[config.mk]
export PLATFORM = sky130hd
export DESIGN_NAME = debounce_jogada_flat
export DESIGN_NICKNAME = d
export VERILOG_FILES = /design/src/rtl/jogada_pkg.sv /design/src/rtl/debounce_jogada_if.sv /design/src/rtl/filtro_debounce.sv /design/src/rtl/debounce_jogada.sv /design/src/flat_wrapper.sv
export SDC_FILE = /design/constraint.sdc
export NUM_CORES = 1
export LEC_CHECK = 0
export BUFFER_PORTS_ARGS = -buffer_cell sky130_fd_sc_hd__buf_4
export CAP_MARGIN = 5
export CORE_ASPECT_RATIO = 1.25
export CORE_MARGIN = 2
export CORE_UTILIZATION = 35
export CTS_CLUSTER_DIAMETER = 150
export DETAILED_ROUTE_END_ITERATION = 16
export GPL_ROUTABILITY_DRIVEN = 0
export GPL_TIMING_DRIVEN = 0
export SYNTH_ARGS = -nofsm -noshare
export SYNTH_HDL_FRONTEND = slang
export SYNTH_SLANG_ARGS = --single-unit
[constraint.sdc]
create_clock -name i_clock -period 2.2 [get_ports i_clock]
set_clock_uncertainty 0.1 [all_clocks]
set_input_delay 0 -clock i_clock [delete_from_list [all_inputs] [get_ports i_clock]]
set_output_delay 0 -clock i_clock [all_outputs]
set_load 0.005 [all_outputs]
[src/rtl/jogada_pkg.sv]
// Shared constants, FSM state encoding and helpers for the play-input conditioner.
package jogada_pkg;

  localparam int unsigned LarguraChaves        = 4;
  localparam int unsigned DebounceCyclesPadrao = 3;

  // Codes are visible on db_estado, so the encoding is fixed.
  typedef enum logic [1:0] {
    StRepouso      = 2'd0,
    StEmite        = 2'd1,
    StInvalida     = 2'd2,
    StEsperaLibera = 2'd3
  } estado_e;

  function automatic logic eh_one_hot(input logic [LarguraChaves-1:0] v);
    return (v != '0) && ((v & (v - LarguraChaves'(1))) == '0);
  endfunction

endpackage

[src/rtl/debounce_jogada_if.sv]
// Switch-in / play-out bundle between the board inputs, the conditioner and the game FSM.
interface debounce_jogada_if;

  logic                                enable;
  logic [jogada_pkg::LarguraChaves-1:0] chaves;
  logic [jogada_pkg::LarguraChaves-1:0] jogada;
  logic                                jogada_valida;
  logic                                jogada_invalida;
  logic [jogada_pkg::LarguraChaves-1:0] db_estavel;
  logic [1:0]                          db_estado;

  modport master (
    output enable, chaves,
    input  jogada, jogada_valida, jogada_invalida, db_estavel, db_estado
  );

  modport slave (
    input  enable, chaves,
    output jogada, jogada_valida, jogada_invalida, db_estavel, db_estado
  );

endinterface

[src/rtl/filtro_debounce.sv]
// Two-flop synchroniser followed by a candidate/counter debounce filter.
module filtro_debounce #(
  parameter int unsigned Largura         = 4,
  parameter int unsigned DEBOUNCE_CYCLES = 3
) (
  input  logic               i_clock,
  input  logic               i_reset,
  input  logic [Largura-1:0] i_dado,
  output logic [Largura-1:0] o_estavel,
  output logic               o_valido
);

  localparam int unsigned LarguraCont =
      (DEBOUNCE_CYCLES > 1) ? $clog2(DEBOUNCE_CYCLES) : 1;
  localparam logic [LarguraCont-1:0] ContMax = LarguraCont'(DEBOUNCE_CYCLES - 1);

  logic [Largura-1:0]     r_sinc1;
  logic [Largura-1:0]     r_sinc;
  logic [Largura-1:0]     r_candidato;
  logic [Largura-1:0]     r_estavel;
  logic [LarguraCont-1:0] r_cont;
  logic [1:0]             r_pronto;
  logic                   r_valido;

  // r_pronto holds the filter off until r_sinc carries a post-reset sample, and r_valido
  // marks that estavel has been confirmed from real input at least once.
  always_ff @(posedge i_clock or negedge i_reset) begin
    if (!i_reset) begin
      r_sinc1     <= '0;
      r_sinc      <= '0;
      r_candidato <= '0;
      r_estavel   <= '0;
      r_cont      <= '0;
      r_pronto    <= '0;
      r_valido    <= 1'b0;
    end else begin
      r_sinc1  <= i_dado;
      r_sinc   <= r_sinc1;
      r_pronto <= {r_pronto[0], 1'b1};
      if (!r_pronto[1]) begin
        r_candidato <= r_sinc;
        r_cont      <= '0;
      end else if (r_sinc != r_candidato) begin
        r_candidato <= r_sinc;
        r_cont      <= '0;
      end else if (r_cont < ContMax) begin
        r_cont <= r_cont + LarguraCont'(1);
      end else begin
        r_estavel <= r_candidato;
        r_valido  <= 1'b1;
      end
    end
  end

  assign o_estavel = r_estavel;
  assign o_valido  = r_valido;

endmodule

[src/rtl/debounce_jogada.sv]
// Turns debounced switches into one registered one-hot play plus a single-cycle strobe per press.
module debounce_jogada
  import jogada_pkg::*;
#(
  parameter int unsigned DEBOUNCE_CYCLES = DebounceCyclesPadrao
) (
  input logic                    i_clock,
  input logic                    i_reset,
  debounce_jogada_if.slave       io_jogada
);

  logic [LarguraChaves-1:0] w_estavel;
  logic                     w_valido;

  estado_e                  r_estado;
  logic [LarguraChaves-1:0] r_jogada;
  logic                     r_valida;
  logic                     r_invalida;

  filtro_debounce #(
    .Largura         (LarguraChaves),
    .DEBOUNCE_CYCLES (DEBOUNCE_CYCLES)
  ) u_filtro (
    .i_clock   (i_clock),
    .i_reset   (i_reset),
    .i_dado    (io_jogada.chaves),
    .o_estavel (w_estavel),
    .o_valido  (w_valido)
  );

  // Strobes are raised on the edge entering EMITE/INVALIDA so they coincide with that state.
  always_ff @(posedge i_clock or negedge i_reset) begin
    if (!i_reset) begin
      r_estado   <= StEsperaLibera;
      r_jogada   <= '0;
      r_valida   <= 1'b0;
      r_invalida <= 1'b0;
    end else begin
      r_valida   <= 1'b0;
      r_invalida <= 1'b0;
      unique case (r_estado)
        StRepouso: begin
          if (w_estavel == '0) begin
            r_estado <= StRepouso;
          end else if (eh_one_hot(w_estavel)) begin
            if (io_jogada.enable) begin
              r_estado <= StEmite;
              r_jogada <= w_estavel;
              r_valida <= 1'b1;
            end else begin
              r_estado <= StEsperaLibera;
            end
          end else begin
            r_estado   <= StInvalida;
            r_invalida <= 1'b1;
          end
        end
        StEmite:    r_estado <= StEsperaLibera;
        StInvalida: r_estado <= StEsperaLibera;
        StEsperaLibera: begin
          // A zero straight out of reset is not a confirmed release.
          if ((w_estavel == '0) && w_valido) begin
            r_estado <= StRepouso;
          end
        end
        default: r_estado <= StEsperaLibera;
      endcase
    end
  end

  assign io_jogada.jogada          = r_jogada;
  assign io_jogada.jogada_valida   = r_valida;
  assign io_jogada.jogada_invalida = r_invalida;
  assign io_jogada.db_estavel      = w_estavel;
  assign io_jogada.db_estado       = r_estado;

endmodule

[src/flat_wrapper.sv]
// flat-port wrapper written by rule: the top's interface ports become plain ports
module debounce_jogada_flat import jogada_pkg::*;
#(
  parameter int unsigned DEBOUNCE_CYCLES = DebounceCyclesPadrao
)
  (i_clock, i_reset, io_jogada_enable, io_jogada_chaves, io_jogada_jogada, io_jogada_jogada_valida, io_jogada_jogada_invalida, io_jogada_db_estavel, io_jogada_db_estado);
  debounce_jogada_if io_jogada_i ();
  input logic i_clock;
  input logic i_reset;
  input wire logic [$bits(io_jogada_i.enable)-1:0] io_jogada_enable;
  input wire logic [$bits(io_jogada_i.chaves)-1:0] io_jogada_chaves;
  output wire logic [$bits(io_jogada_i.jogada)-1:0] io_jogada_jogada;
  output wire logic [$bits(io_jogada_i.jogada_valida)-1:0] io_jogada_jogada_valida;
  output wire logic [$bits(io_jogada_i.jogada_invalida)-1:0] io_jogada_jogada_invalida;
  output wire logic [$bits(io_jogada_i.db_estavel)-1:0] io_jogada_db_estavel;
  output wire logic [$bits(io_jogada_i.db_estado)-1:0] io_jogada_db_estado;
  assign io_jogada_i.enable = io_jogada_enable;
  assign io_jogada_i.chaves = io_jogada_chaves;
  assign io_jogada_jogada = io_jogada_i.jogada;
  assign io_jogada_jogada_valida = io_jogada_i.jogada_valida;
  assign io_jogada_jogada_invalida = io_jogada_i.jogada_invalida;
  assign io_jogada_db_estavel = io_jogada_i.db_estavel;
  assign io_jogada_db_estado = io_jogada_i.db_estado;
  debounce_jogada #(.DEBOUNCE_CYCLES(DEBOUNCE_CYCLES)) u_core (.i_clock(i_clock), .i_reset(i_reset), .io_jogada(io_jogada_i));
endmodule
Word level (Yosys, flattened, before mapping)
Index checks and enable logic that the tools add are counted.

word-level totals
  flip-flop bits (word level) = 29
  word-level logic and storage cells = 51
  output and inout port bits = 12

cells by class
  add/sub/neg operators = 2
  bitwise gates (word level) = 4
  $lt $le $gt $ge = 1
  multiplexer cells = 17
  equality and inequality tests = 7
  reduce and logical (&&, ||, !) cells = 9

operators by type and width
  operator                                                                 number
  2-bit 2-to-1 mux                                                         7
  4-bit logical NOT                                                        2
  4-bit 2-to-1 mux                                                         2
  1-bit 2-to-1 mux                                                         7
  2-bit one-hot mux with 3 select lines                                    1
  4-bit bitwise AND                                                        1
  2-bit == test, second input constant                                     2
  2-bit by 1-bit inequality test with 1-bit output, second input constant  2
  4-bit inequality test                                                    1
  4-bit AND reduction                                                      1
  4-bit nonzero test                                                       1
  4-bit by 1-bit subtractor with 4-bit output, second input constant       1
  3-bit by 1-bit inequality test with 1-bit output, second input constant  1
  1-bit inverter                                                           3
  3-bit AND reduction                                                      1
  2-bit by 1-bit adder with 2-bit output, second input constant            1
  2-bit by 1-bit == test with 1-bit output, second input constant          1
  1-bit logical AND                                                        2
  2-bit logical NOT                                                        1
  2-bit < comparator, second input constant                                1
  2-bit OR reduction                                                       1

Depth between registers and ports, before layout
Gate-level depths: netlist of the first run.

  depth in word-level cells = 7
  depth in mapped cells = 6
  gate-level depth less buffers = 6

By module
A second synthesis of the first run with hierarchy kept.

unflattened totals
  cells, all modules = 112
  area total of the unflattened synthesis = 1303.8 µm²

modules (own cells, without submodules)
  module           instances  cells each  area each (µm²)  seq. area each (µm²)
  filtro_debounce  1          49          729.4            525.5
  debounce_jogada  1          63          574.3            202.7

Worst setup path before layout of the first run
OpenSTA, ideal clock, no wires.

  path type = register -> register
  from = reg u_core.u_filtro.r_estavel[0], in the netlist u_core.u_filtro.o_estavel[0]
  to = reg u_core.r_jogada[0], in the netlist u_core.io_jogada.jogada[0]
  setup slack = 0.354 ns
  path buffers = 1
  setup time = 0.128 ns
  arrival = 1.618 ns
  cell stages (with the launch flop) = 6
  clock period less this slack = 1.846 ns
  cells stage by stage = dfrtp_1 > buf_6 > or3_4 > or2_4 > a21oi_4 > mux2_1

on the way
  cells in the longest elaborated chain, start to end = 5

RTL lines
  element                                      RTL line               source
  start: declaration                           filtro_debounce.sv:20  logic [Largura-1:0] r_estavel;
  start signal: assignment                     filtro_debounce.sv:49  r_estavel <= r_candidato;
  4-bit by 1-bit subtractor with 4-bit output  jogada_pkg.sv:16       return (v != '0) && ((v & (v - LarguraChaves'(1))) == '0);
  4-bit bitwise AND                            jogada_pkg.sv:16
  4-bit logical NOT                            jogada_pkg.sv:16
  1-bit logical AND                            jogada_pkg.sv:16
  4-bit AND reduction (no line)                --
  end signal: assignment                       debounce_jogada.sv:48  r_jogada <= w_estavel;
  end: declaration                             debounce_jogada.sv:16  logic [LarguraChaves-1:0] r_jogada;

Several ways; a longest one is shown, not always the timed one.
A chain may end at the register's enable or synchronous reset.

Final worst setup path of the first run
  from = reg u_core.u_filtro.r_estavel[3], in the netlist u_core.u_filtro.o_estavel[3]
  to = reg u_core.r_jogada[2], in the netlist u_core.io_jogada.jogada[2]

on the way
  cells in the longest elaborated chain, start to end = 5

RTL lines
  element                                      RTL line
  4-bit by 1-bit subtractor with 4-bit output  jogada_pkg.sv:16
  4-bit bitwise AND                            jogada_pkg.sv:16
  4-bit logical NOT                            jogada_pkg.sv:16
  1-bit logical AND                            jogada_pkg.sv:16
  4-bit AND reduction (no line) (*)            --

Mark *: on every way between the ends. The rest lies on a longest branch, timed or not.

==> results of run 1 <==
==> path summary, 6_finish.rpt <==
path	startpoint	endpoint	slack (ns)	depth (start not counted)
setup / recovery	u_core.u_filtro.o_estavel[3]$_DFFE_PN0P_	u_core.io_jogada.jogada[2]$_DFFE_PN0P_	0.26	5
hold / removal	i_reset	u_core.io_jogada.jogada[1]$_DFFE_PN0P_	0.09	2
setup reg to reg	u_core.u_filtro.o_estavel[3]$_DFFE_PN0P_	u_core.io_jogada.jogada[2]$_DFFE_PN0P_	0.26	5
hold reg to reg	u_core.u_filtro.r_sinc1[0]$_DFF_PN0_	u_core.u_filtro.r_sinc[0]$_DFF_PN0_	0.24	0
max in group asynchronous	i_reset	u_core.io_jogada.db_estado[1]$_DFFE_PN1P_	1.60	2
min in group i_clock	u_core.u_filtro.r_sinc1[0]$_DFF_PN0_	u_core.u_filtro.r_sinc[0]$_DFF_PN0_	0.24	0
==> placed cells by master, fill, tap and decap left out, types with 4 or more instances in the layout <==
| master | netlist | layout |
|---|---|---|
| dfrtp_1 | 27 | 27 |
| buf_4 | 0 | 18 |
| clkbuf_8 | 0 | 7 |
| nor2_1 | 6 | 6 |
| dlygate4sd3_1 | 0 | 6 |
| xor2_1 | 5 | 5 |
| inv_1 | 4 | 4 |
| clkbuf_1 | 4 | 4 |
| mux2_2 | 4 | 4 |
==> through the flow <==
| stage | cells | hold slack [ns] | cell area (µm²) |
|---|---|---|---|
| after floorplan | 87 | -0.396 | 1150 |
| after global placement | 142 | -0.163 | 1330 |
| after detailed placement | 142 | -0.157 | 1330 |
| after CTS | 156 | 0.0933 | 1490 |
| after global routing | 156 | 0.121 | 1490 |
| final | 156 | 0.0888 | 1490 |
==> state kept, by name, summed over array words and instances (netlist names) <==
register and flops:
u_core.u_filtro.r_cont 2, u_core.u_filtro.r_pronto 2, u_core.u_filtro.r_candidato 4, u_core.u_filtro.o_valido 1
u_core.io_jogada.jogada 4, u_core.io_jogada.jogada_invalida 1, u_core.io_jogada.jogada_valida 1, u_core.u_filtro.o_estavel 4
u_core.u_filtro.r_sinc 4, u_core.u_filtro.r_sinc1 4, u_core.io_jogada.db_estado 2
==> cell families (layout without fill, tap and decap cells) <==
group / after synthesis / count (layout) / share of synthesized area
DFF: 29 / 29 / 0.635
and+or+nand+nor: 16 / 16 / 0.0764
AOI/OAI and AO/OA: 13 / 13 / 0.0863
buffers and inverters: 11 / 43 / 0.0448
muxes: 7 / 7 / 0.0688
xor gates and xnor gates: 6 / 6 / 0.0459
adders and majority gates: 4 / 4 / 0.0393
other: 1 / 1 / 0.00327
==> where the power goes <==
part	switching (W)	total (W)	internal [W]
clock	0.000186	0.000468	0.000282
combinational	0.000100	0.000198	0.0000980
sequential	0.0000234	0.000606	0.000583
total	0.000310	0.00127	0.000962
==> critical path: cells and delay by family (launching register included) <==
family / cells / cell delay (ns)
buffers and inverters: 1 / 0.17
multiplexers: 1 / 0.34
flip-flops: 1 / 0.38
AND/OR/NAND/NOR: 2 / 0.65
AO/OA/AOI/OAI: 1 / 0.17
==> metal layers <==
metal / GRT usage / part of all wire / vias up
met2: 0.216 / 0.51 / 25
li1: - / - / 352
met4: 0.0640 / 0.028 / 0
met5: 0 / 0 / -
met3: 0.0590 / 0.065 / 6
met1: 0.114 / 0.40 / 352
==> layout make-up <==
type                    instances  area share
flip-flops and latches         29       0.489
multi-input cells              47       0.246
repair buffers                 24       0.131
clock buffers                   7      0.0647
well taps                      37      0.0311
plain buffers                   7      0.0244
inverters                       4      0.0101
clock inverters                 1     0.00336
==> cell usage after synthesis, drive strengths merged (2+ instances only) <==
cell type  number  area [µm²]
clkbuf          4        15.0
o21ai           3        15.0
xor2            5        43.8
nand2b          3        18.8
ha              2        25.0
nor2            6        22.5
buf             3        21.3
maj3            2        20.0
inv             4        15.0
a21oi           3        26.3
mux2            7        78.8
dfrtp          27         676
dfstp           2        52.6
==> what timing repair did <==
item	in CTS	in global routing
resized for setup	0	0
endpoints found under the hold margin	34	0
buffers inserted	0	0
setup endpoints to repair	0	0
hold buffers	6	0
==> impl_metrics.ini, run 1 <==
[final_layout]
postLayoutCoreUtil = 0.470
regArea_um2 = 728
drive_gt1_frac = 0.319
fill_cells = 301
nets = 127
multi_input_area_um2 = 367
diodes = 0
syn_to_final_growth_pct = 29.9

[setup_path]
slowest_stage = or3_4
critPathRequiredTime_ns = 2.26
max_stage_delay_ns = 0.40
path_cells = buf_2 -> or3_4 -> or2_4 -> a21oi_4 -> mux2_1
path_class = flip-flop to flip-flop
cp_max_fo = 8
end_kind = flip-flop
arrival_ns = 1.99
worstSetupStartpointType = flip-flop

[synth]
synthCells = 87
netlist_area_um2 = 1150
yosysSeqAreaShare = 0.635
syn-num-nets = 96
synth_top_flop_cell = dfrtp_1
synth_cell_types = 32
ys_warn_count = 0
synth.avg_cell_area_um2 = 13.2
ys_seq_elements = 29
async_reset_ff_frac = 1.00
synth_edf_count = 0

[status]
status = complete, no violations

[cts]
cts_tree = built
path_clk_slew_ns = 0.06
htreeDepth = 2
cts_max_path_buffers = 2
clk_latency_ns = 0.27
clkSinkCount = 29
cts-root-buf = clkbuf_8
cts_buffers = 5

[job]
drv_cap = 0

[timing]
drv_slew = 0
rsz0062_at_grt = false
fmax_mhz = 517
period_share = 0.880
worst_slack_ns = 0.264
hold_viol = 0
fin_setup_tns_ns = 0
setup_viol = 0
min_period_ns = 1.94

[global_route]
antenna_found_initial = 0
grt_overflow_total = 0
track_usage = 0.123
grt_pass1_wl_um = 3130
grt_max_degree = 30
grt_pass1_vias = 766

[route]
drt-vias-per-instance = 4.71
first_iter_violations = 10
num_vias = 735
postRouteAntennaNets = 0
wirelength_um = 1850
drcViolationCount = 0
dr.pass1.iters = 4
wl_per_cell_um = 11.9

[pwr]
finalPower_w = 0.00127
vdd.ir_drop.worst_mv = 0.518
p_leak_nw = 0.750
power.density_nw_per_um2 = 854

[placement]
dp_hpwl_um = 1300
dp_worst_setup_slack_ns = 0.267
portBuffers = 18

[floorplan]
fp.coreArea_um2 = 3170
io_pins = 19
die_height_um = 68.0
initial_core_util = 0.362
die_width_um = 55.2
rows = 23
die_area_um2 = 3750

[worst_hold_path]
hold_class = input pin to asynchronous set/reset pin
Note: power is estimated with default switching activity, not from simulation.
==> inputs of run 2 (changes only) <==
--- a/config.mk
+++ b/config.mk
@@ -8,12 +8,12 @@
 export BUFFER_PORTS_ARGS = -buffer_cell sky130_fd_sc_hd__buf_4
 export CAP_MARGIN = 5
 export CORE_ASPECT_RATIO = 1.25
-export CORE_MARGIN = 2
+export CORE_MARGIN = 1
 export CORE_UTILIZATION = 35
 export CTS_CLUSTER_DIAMETER = 150
 export DETAILED_ROUTE_END_ITERATION = 16
 export GPL_ROUTABILITY_DRIVEN = 0
-export GPL_TIMING_DRIVEN = 0
+export HOLD_SLACK_MARGIN = 0.08
 export SYNTH_ARGS = -nofsm -noshare
 export SYNTH_HDL_FRONTEND = slang
 export SYNTH_SLANG_ARGS = --single-unit
==> impl_metrics.ini, run 2 (synthesized netlist as in run 1, its figures left out) <==
[timing]
period_share = 0.853
setup_viol = 0
fin_setup_tns_ns = 0
worst_slack_ns = 0.324
drv_slew = 0
rsz0062_at_grt = false
hold_ws_ns = 0.237
hold_viol = 0
fmax_mhz = 533
min_period_ns = 1.88

[cts]
cts-root-buf = clkbuf_4
cts_buffers = 5
path_clk_slew_ns = 0.08
cts_tree = built
cts_max_path_buffers = 2
post_cts_resize_count = 0
clk_latency_ns = 0.31
clkSinkCount = 29
htreeDepth = 2

[route]
wirelength_um = 1760
dr.pass1.iters = 4
num_vias = 707
first_iter_violations = 7
wl_per_cell_um = 11.7
postRouteAntennaNets = 0
drcViolationCount = 0
drt-vias-per-instance = 4.71

[placement]
dp_worst_setup_slack_ns = 0.325
portBuffers = 18
placed_cell_area_um2 = 1290
dp_hpwl_um = 1150

[global_route]
antenna_found_initial = 0
grt_pass1_vias = 708
grt_max_degree = 28
track_usage = 0.129
grt_pass1_wl_um = 3000
grt_overflow_total = 0

[setup_path]
max_stage_delay_ns = 0.48
critPathRequiredTime_ns = 2.30
path_class = flip-flop to flip-flop
slowest_stage = dfrtp_1
arrival_ns = 1.98
cp_max_fo = 10
worstSetupStartpointType = flip-flop
end_kind = flip-flop
path_cells = or3_4 -> or2_4 -> a21oi_4 -> mux2_1

[final_layout]
final_common_cell = dfrtp_1
syn_to_final_growth_pct = 24.7
drive_gt1_frac = 0.289
fin_area_um2 = 1430
final_cell_mix = dfrtp_1 (27), buf_4 (18), dlygate4sd3_1 (7)
nets = 122
diodes = 0

[floorplan]
io_pins = 19
fp.coreArea_um2 = 3030
die_height_um = 66.0
initial_core_util = 0.379
die_width_um = 53.2
die_area_um2 = 3510
rows = 22

[pwr]
switching_share = 0.262
p_leak_nw = 0.714
p_comb_frac = 0.185
finalPower_w = 0.00110
vdd.ir_drop.worst_mv = 0.637
p_clk_frac = 0.265
power.density_nw_per_um2 = 768
switching_power_w = 0.000288
pwr-share-seq = 0.550
p_int_w = 0.000810

[worst_hold_path]
hold_class = input pin to flip-flop

[status]
status = complete, no violations

[job]
drv_cap = 0
==> run 2: worst max-delay path, delay by kind of cell (launching register included) <==
| family | cells | cell delay (ns) |
|---|---|---|
| simple gates | 2 | 0.69 |
| compound gates | 1 | 0.16 |
| mux | 1 | 0.33 |
| flops | 1 | 0.48 |
==> run 2: path summary, 6_finish.rpt <==
kind,depth (start not counted),endpoint,slack [ns],startpoint
min in group asynchronous,4,u_core.io_jogada.jogada[1]$_DFFE_PN0P_,0.61,i_reset
hold reg to reg,0,u_core.u_filtro.r_sinc[2]$_DFF_PN0_,0.25,u_core.u_filtro.r_sinc1[2]$_DFF_PN0_
hold / removal,2,u_core.u_filtro.r_sinc1[1]$_DFF_PN0_,0.24,io_jogada_chaves[1]
max in group asynchronous,4,u_core.u_filtro.r_candidato[3]$_DFFE_PN0P_,1.23,i_reset
setup / recovery,4,u_core.io_jogada.jogada[3]$_DFFE_PN0P_,0.32,u_core.u_filtro.o_estavel[0]$_DFFE_PN0P_
setup reg to reg,4,u_core.io_jogada.jogada[3]$_DFFE_PN0P_,0.32,u_core.u_filtro.o_estavel[0]$_DFFE_PN0P_
==> run 2: power groups by stage <==
stage	Clock, W	Sequential [W]	Combinational (W)
CTS	0.000307	0.000605	0.000208
global placement	0	0.000613	0.000188
detailed placement	0	0.000616	0.000192
global route	0.000338	0.000609	0.000245
finish	0.000291	0.000604	0.000203
floorplan	0	0.000614	0.000119
==> run 2: cell type report <==
class                           instances  area [µm²]
Sequential cell                        29         728
Clock buffer                            8        48.8
Multi-Input combinational cell         47         367
Fill cell                             290        1600
Tap cell                               36        45.0
Timing Repair Buffer                   26         225
Inverter                                4        15.0
==> run 2: repair_timing <==
action,CTS,global route
endpoints found under the hold margin,35,0
setup buffers,0,0
hold buffers,8,0
==> run 2: layer usage <==
metal,track usage,part of all wire
met1,0.125,0.43
met2,0.210,0.47
met3,0.0736,0.068
met4,0.0691,0.024
met5,0,0
==> run 2: per-stage QoR <==
stage	instances	utilization
after floorplan	87	-
after global placement	134	0.426
after detailed placement	134	0.426
after CTS	150	0.472
after global routing	150	0.472
final	150	0.472
